`src/rtl/rv_sim_ctrl.sv`:
```
// Test controller for the RV core benches: sequences core reset, counts RUN
// cycles and retired instructions, and ends the test on a tohost write or watchdog.
module rv_sim_ctrl #(
    parameter int unsigned           ADDR_W       = 32,
    parameter int unsigned           DATA_W       = 32,
    parameter int unsigned           CNT_W        = 32,
    parameter int unsigned           RESET_CYCLES = 4,
    parameter int unsigned           MAX_CYCLES   = 1000,
    parameter logic [ADDR_W-1:0]     TOHOST_ADDR  = 32'h8000_1000
) (
    input  logic                clk,
    input  logic                rst,
    output logic                core_rst,
    input  logic                mem_we,
    input  logic [ADDR_W-1:0]   mem_addr,
    input  logic [DATA_W-1:0]   mem_wdata,
    input  logic                retire,
    output logic [CNT_W-1:0]    cycle_cnt,
    output logic [CNT_W-1:0]    instret_cnt,
    output logic                done,
    output logic                pass,
    output logic                fail,
    output logic                timeout,
    output logic [DATA_W-2:0]   fail_code
);

    localparam logic [2:0] S_HOLD    = 3'd0;
    localparam logic [2:0] S_RUN     = 3'd1;
    localparam logic [2:0] S_PASS    = 3'd2;
    localparam logic [2:0] S_FAIL    = 3'd3;
    localparam logic [2:0] S_TIMEOUT = 3'd4;

    localparam int unsigned       HOLD_W    = $clog2(RESET_CYCLES + 1);
    localparam logic [HOLD_W-1:0] HOLD_LAST = HOLD_W'(RESET_CYCLES);
    localparam logic [CNT_W-1:0]  WDOG_LAST = CNT_W'(MAX_CYCLES - 1);
    localparam logic [DATA_W-1:0] PASS_WORD = DATA_W'(1);

    logic [2:0]        state;
    logic [HOLD_W-1:0] hold_cnt;
    logic              hit;
    logic [CNT_W-1:0]  cycle_inc;
    logic [CNT_W-1:0]  instret_inc;

    always_comb begin
        hit         = mem_we & (mem_addr == TOHOST_ADDR) & mem_wdata[0];
        cycle_inc   = (cycle_cnt == '1)   ? cycle_cnt   : cycle_cnt + CNT_W'(1);
        instret_inc = (instret_cnt == '1) ? instret_cnt : instret_cnt + CNT_W'(1);
    end

    always_ff @(posedge clk) begin
        if (rst) begin
            state       <= S_HOLD;
            hold_cnt    <= '0;
            cycle_cnt   <= '0;
            instret_cnt <= '0;
            fail_code   <= '0;
        end else begin
            case (state)
                S_HOLD: begin
                    if (hold_cnt == HOLD_LAST)
                        state <= S_RUN;
                    else
                        hold_cnt <= hold_cnt + HOLD_W'(1);
                end
                S_RUN: begin
                    // The ending cycle itself is counted, so counters update before the exit decision lands.
                    cycle_cnt <= cycle_inc;
                    if (retire)
                        instret_cnt <= instret_inc;
                    if (hit) begin
                        if (mem_wdata == PASS_WORD) begin
                            state <= S_PASS;
                        end else begin
                            state     <= S_FAIL;
                            fail_code <= mem_wdata[DATA_W-1:1];
                        end
                    end else if (cycle_cnt == WDOG_LAST) begin
                        state <= S_TIMEOUT;
                    end
                end
                S_PASS, S_FAIL, S_TIMEOUT: ;
                default: state <= S_HOLD;
            endcase
        end
    end

    // Flags decode straight from the state register, so they carry no input-to-output path.
    assign core_rst = (state != S_RUN);
    assign pass     = (state == S_PASS);
    assign fail     = (state == S_FAIL);
    assign timeout  = (state == S_TIMEOUT);
    assign done     = pass | fail | timeout;

endmodule

```
`config.mk`:
```
export PLATFORM = sky130hd
export DESIGN_NAME = rv_sim_ctrl
export DESIGN_NICKNAME = d
export VERILOG_FILES = /design/src/rtl/rv_sim_ctrl.sv
export SDC_FILE = /design/constraint.sdc
export NUM_CORES = 1
export LEC_CHECK = 0
export ABC_AREA = 1
export BUFFER_PORTS_ARGS = -buffer_cell sky130_fd_sc_hd__buf_2
export CORE_MARGIN = 1.5
export CORE_UTILIZATION = 35
export DETAILED_ROUTE_END_ITERATION = 16
export GPL_TIMING_DRIVEN = 0
export PLACE_DENSITY = 0.58
export SYNTH_ARGS = -nofsm -noshare
export SYNTH_HDL_FRONTEND = slang
export SYNTH_SLANG_ARGS = --single-unit
export TNS_END_PERCENT = 5
```
`constraint.sdc`:
```
create_clock -name clk -period 2.2 [get_ports clk]
set_input_delay 0.11 -clock clk [delete_from_list [all_inputs] [get_ports clk]]
set_output_delay 0.11 -clock clk [all_outputs]
set_load 0.005 [all_outputs]
```
# == After elaboration in Yosys (flattened, before gate mapping) ==
# Index checks and enable logic that the tools add are counted.
# totals
ff_bits,101
wordCells,42
# op_classes
muxes,5
n_bitwise,9
addsub,3
eq_ne,13
n_reduce_logical,7
# op_table
op,count
32-bit == test (second input constant),3
32-bit by 1-bit adder with 32-bit output (second input constant),2
32-bit by 1-bit == test with 1-bit output (second input constant),1
32-bit by 10-bit == test with 1-bit output (second input constant),1
3-bit two-way mux,3
3-bit case mux with 3 select lines,1
3-bit AND reduction,3
3-bit by 2-bit == test with 1-bit output (second input constant),2
3-bit == test (second input constant),2
1-bit inverter,5
2-bit AND reduction,2
3-bit by 1-bit adder with 3-bit output (second input constant),1
3-bit by 1-bit == test with 1-bit output (second input constant),1
3-bit logical NOT,1
3-bit by 1-bit != test with 1-bit output (second input constant),1
3-bit != test (second input constant),1
3-bit OR reduction,1
1-bit bitwise AND,2
2-bit != test (second input constant),1
1-bit OR,2
1-bit two-way mux,1

# == Longest topological paths before layout ==
# depth
depth_word,5
ltp_mapped,13
depth_no_buf,13

# == Least setup slack after synthesis ==
# No wires, ideal clock.
# synth_timing
kind,reg-to-reg
start,register instret_cnt[0]
end,register instret_cnt[27]
stages_incl_launch_ff,12
arrival_time_ns,1.565
required_ns,2.064
slack_ns,0.499
setup_ns,0.136
n_path_buf,1
path_cell_list,dfxtp_1 ha_1 nand2_1 nor2_1 nand2_2 nor2_2 nand2_2 nand3_4 inv_1 buf_2 o21ai_0 a21oi_2
# synth_between
elab_chain_len,3
# synth_lines
element,line,rtl
"start, declared",19,"output logic [CNT_W-1:0] instret_cnt,"
"start signal, assigned",69,instret_cnt <= instret_inc;
"parallel branches: the longest is 3 deep, another holds 32-bit by 1-bit adder with 32-bit output",-,
# Parallel ways; which one is timed is not known.
# A chain may end at the register's enable or synchronous reset.

# == Worst setup path after layout ==
# Same ends and word-level chain as after synthesis.

==> metrics.md <==
| Metric | Value |
|---|---|
| RSZ-0062 raised after global routing | false |
| Crit path DAT | 2260 ps |
| Area of the multi-input gates | ~3300 µm² |
| Post-detailed-placement half-perimeter wirelength | roughly 14000 µm |
| Critical Path RT | about 2400 ps |
| Minimum clock period | a little over 2000 ps |
| Layout cells sized above 1 | 22.4% |
| Global route total overflow | 0 |
| Fill count | ~1.8k |
| Fin nets | 1174 |
| Worst r2r path cells | 11 |
| Sum Neg Setup Slack | 0 ps |
| Ys flop type | dfxtp_1 |
| PortBufs | about 170 |
| Register area | slightly above 2000 µm² |
| Drt pass-1 iters | 5 |
| Fmax | around 490 MHz |
| Skew-Pair Late Insertion Delay | approximately 350 ps |
| Leak | 3.18 nW |
| Area of the core | between 15000 and 20000 µm² |
| Final setup violation count | 0 |
| Min-delay src | mem_wdata[6] |
| Iteration-0 DRC Markers | approximately 350 |
| Fin worst setup slack | 158 ps |
| WHS Path Cells | 3 |
| First-pass GRT wire length | between 20000 and 30000 µm |
| Crit-path slowest cell | dfxtp_1 |
| CTS tree | done |
| Synth Area in Adders | 0.866% |
| Global placement routability congestion | 0.912 |
| Hold Path Class | in2reg |
| Vias per cell | 4.75 |
| Crit Reg-Reg Startpoint | instret_cnt[0] |
| Die area | roughly 17000 µm² |
| Initial Util | 36.1% |
| Largest net degree at the start of global routing | 16 |
| Initial antenna violation count | 0 |
| Dpl ws | approximately 63 ps |
| WL final | 17900 µm |
| Post-synth EDFFs | 0 |
| Synth Area in XOR/XNOR | about 3.2% |
| Fin crit share | about 93% |
| Vias in the first global route | roughly 5.9k |
| Root Driver | clkbuf_16 |
| Post-synthesis mux area share | 0% |
| Max IR drop VDD | around 0.00042 V |
| Diode count | 0 |
| Chip Width | roughly 130 µm |
| Asr flop ratio synth | 0% |
| Cell variety after synth | 39 |
| Simple-gate area share of the yosys netlist | 41.4% |
| Synth top area share | 35.0% |
| Max_slew headroom | between 40 and 50% |
| Slowest cell delay on critical path | 430 ps |
| Worst Setup End Kind | register |
| Clock Sinks | around 100 |
| R2R Setup Slk | between 150 and 200 ps |
| Mapped cell area | ~5800 µm² |
| Via count | 6284 |
| FF+latch count, synth | between 100 and 150 |
| Compound-Gate Fraction of Synth Area | between 10 and 15% |
| Critical Path Fanout Max | 10 |
| Max Cap Violations | 0 |
| Mean area per synthesized cell | around 6.3 µm² |
| Endpoints failing hold | 0 |
| Pwr per Cell Area | approximately 630 nW/µm² |
| # DRC | 0 |
| Largest family of logic cells by synthesized area | simple AND/OR/NAND/NOR gates |
| Tot GR Track Use | about a fifth |
| Worst-path clk slew | 70 ps |
| Max Slew Vio Count | 0 |
| Syn Inst Count | 911 |
| Seq/Total Area, Yosys | 35.0% |
| H-Tree Depth | 3 |
| Worst Max-Slew Pin Slew | just over 800 ps |
| CTS Buf Count | 9 |
| Synth area leader | dfxtp_1 |
| Sink of the worst hold path | fail_code[5] |
| CP Launch Type | register |
| DR WL/cell | between 10 and 15 µm |
| Area Growth Syn to Fin | 26.9% |
| Status | finished clean |
| Critical path class | reg2reg |
| Row cnt | 46 |
| Synth area leaders | dfxtp_1 (35%), nand2_1 (14%), nor2_1 (14%) |
| Worst path cell trace | ha_1 -> nand2_1 -> nor2_2 -> nand2_2 -> nor2_2 -> nand2_2 -> nand3_4 -> inv_1 -> buf_2 -> o21ai_0 -> a21oi_2 |
| Worst R2R End | instret_cnt[27] |
| Clk buf depth | 2 |
| Yosys warnings | 0 |
| Syn_nets | between 900 and 1k |
| ANT nets after route | 0 |
| Die Span Y | approximately 130 µm |
| Final Skew | 9.28 ps |
| I/O pin cnt | around 170 |
[state kept, by name, summed over array words and instances, names as in the netlist]
name	cells
fail_code	31
hold_cnt	3
cycle_cnt	32
instret_cnt	32
state	3
[stage by stage]
stage	total power [mW]	cell area, µm²	hold WS (ps)	cells	utilization, %
after CTS	4.63	7310	2.63	1321	45.7
after global placement	2.95	6890	349	1294	43.0
after detailed placement	2.95	6890	356	1294	43.0
after floorplan	2.61	5780	245	911	-
after global routing	4.81	7330	3.04	1322	45.8
final	4.59	7330	7.70	1322	45.8
[area by class of cell]
class	instances	share of cell area, %
clock buffer	12	3.50
sequential	101	27.6
clock inverter	3	0.597
multi-input combinational	697	44.6
timing repair buffer	180	13.2
buffer	26	2.34
inverter	87	4.49
tap	216	3.69
[layer usage]
layer | vias up | GRT usage [%] | wire length [µm]
li1 | 3279 | - | -
met4 | 0 | 6.17 | 414
met5 | - | 0 | 0
met2 | 181 | 36.2 | 8490
met1 | 2794 | 26.2 | 8090
met3 | 30 | 4.51 | 868
[synthesized netlist by cell type, types with 4 or more instances]
cell      count
dfxtp_1     101
nor2_1      213
clkbuf_1     10
o21ai_0      54
nand2_2      18
buf_2         8
nand2_1     221
nor3_1       30
a21oi_1      40
xnor2_1       5
nand3b_1      6
xor2_1       16
nand4_1      21
ha_1          4
inv_1        81
a21oi_2      14
nand3_1      35
[worst max-delay path, delay by kind of cell (launching register included)]
kind | cells | cell delay, ps
AOI/OAI and AO/OA | 2 | 190
adders and majority gates | 1 | 210
buffers and inverters | 2 | 300
DFF | 1 | 430
and+or+nand+nor | 6 | 760
[cells in the final DEF, fill, tap and decap left out, drive strengths merged]
cell and n:
nor3b 2, nor4 1, nand2 240, nor2 216, xor2 16, clkbuf 23
nand3b 6, dfxtp 101, buf 182, ha 4, clkinv 3, a31oi 1
dlygate4sd3 13, nor3 34, nand3 38, or2 1, a21oi 54, xnor2 5
bufinv 1, nand4 21, inv 86, a21boi 2, o21ai 54, a21o 1
o21bai 1
[how the worst max path moves through the flow]
stage	start	to	slack [ps]	cells past startpoint
2_1_floorplan	instret_cnt[0]	instret_cnt[27]	500	11
3_3_place_gp	instret_cnt[0]	instret_cnt[27]	40	11
3_5_place_dp	instret_cnt[0]	instret_cnt[27]	60	11
4_1_cts	instret_cnt[0]	instret_cnt[27]	50	11
5_1_grt	cycle_cnt[1]	cycle_cnt[22]	5	11
6_report	instret_cnt[0]	instret_cnt[27]	160	11
[timing repair]
item,in CTS,in global routing
hold buffers,12,1
gates resized for setup,0,4
buffers inserted,0,0
endpoints found under the hold margin,12,1
endpoints found under the setup margin,0,33
[cell families after synthesis]
logic type,after synthesis
buffers and inverters,113
AOI/OAI and AO/OA,113
adders and majority gates,4
and+or+nand+nor,559
DFF,101
xor gates and xnor gates,21
[where the power goes]
group          internal [mW]  total (mW)  switching [mW]
clock                  0.941        1.65           0.706
combinational          0.358        1.00           0.646
sequential              1.89        1.94          0.0469
No activity file was read; power rests on OpenSTA's default activity.
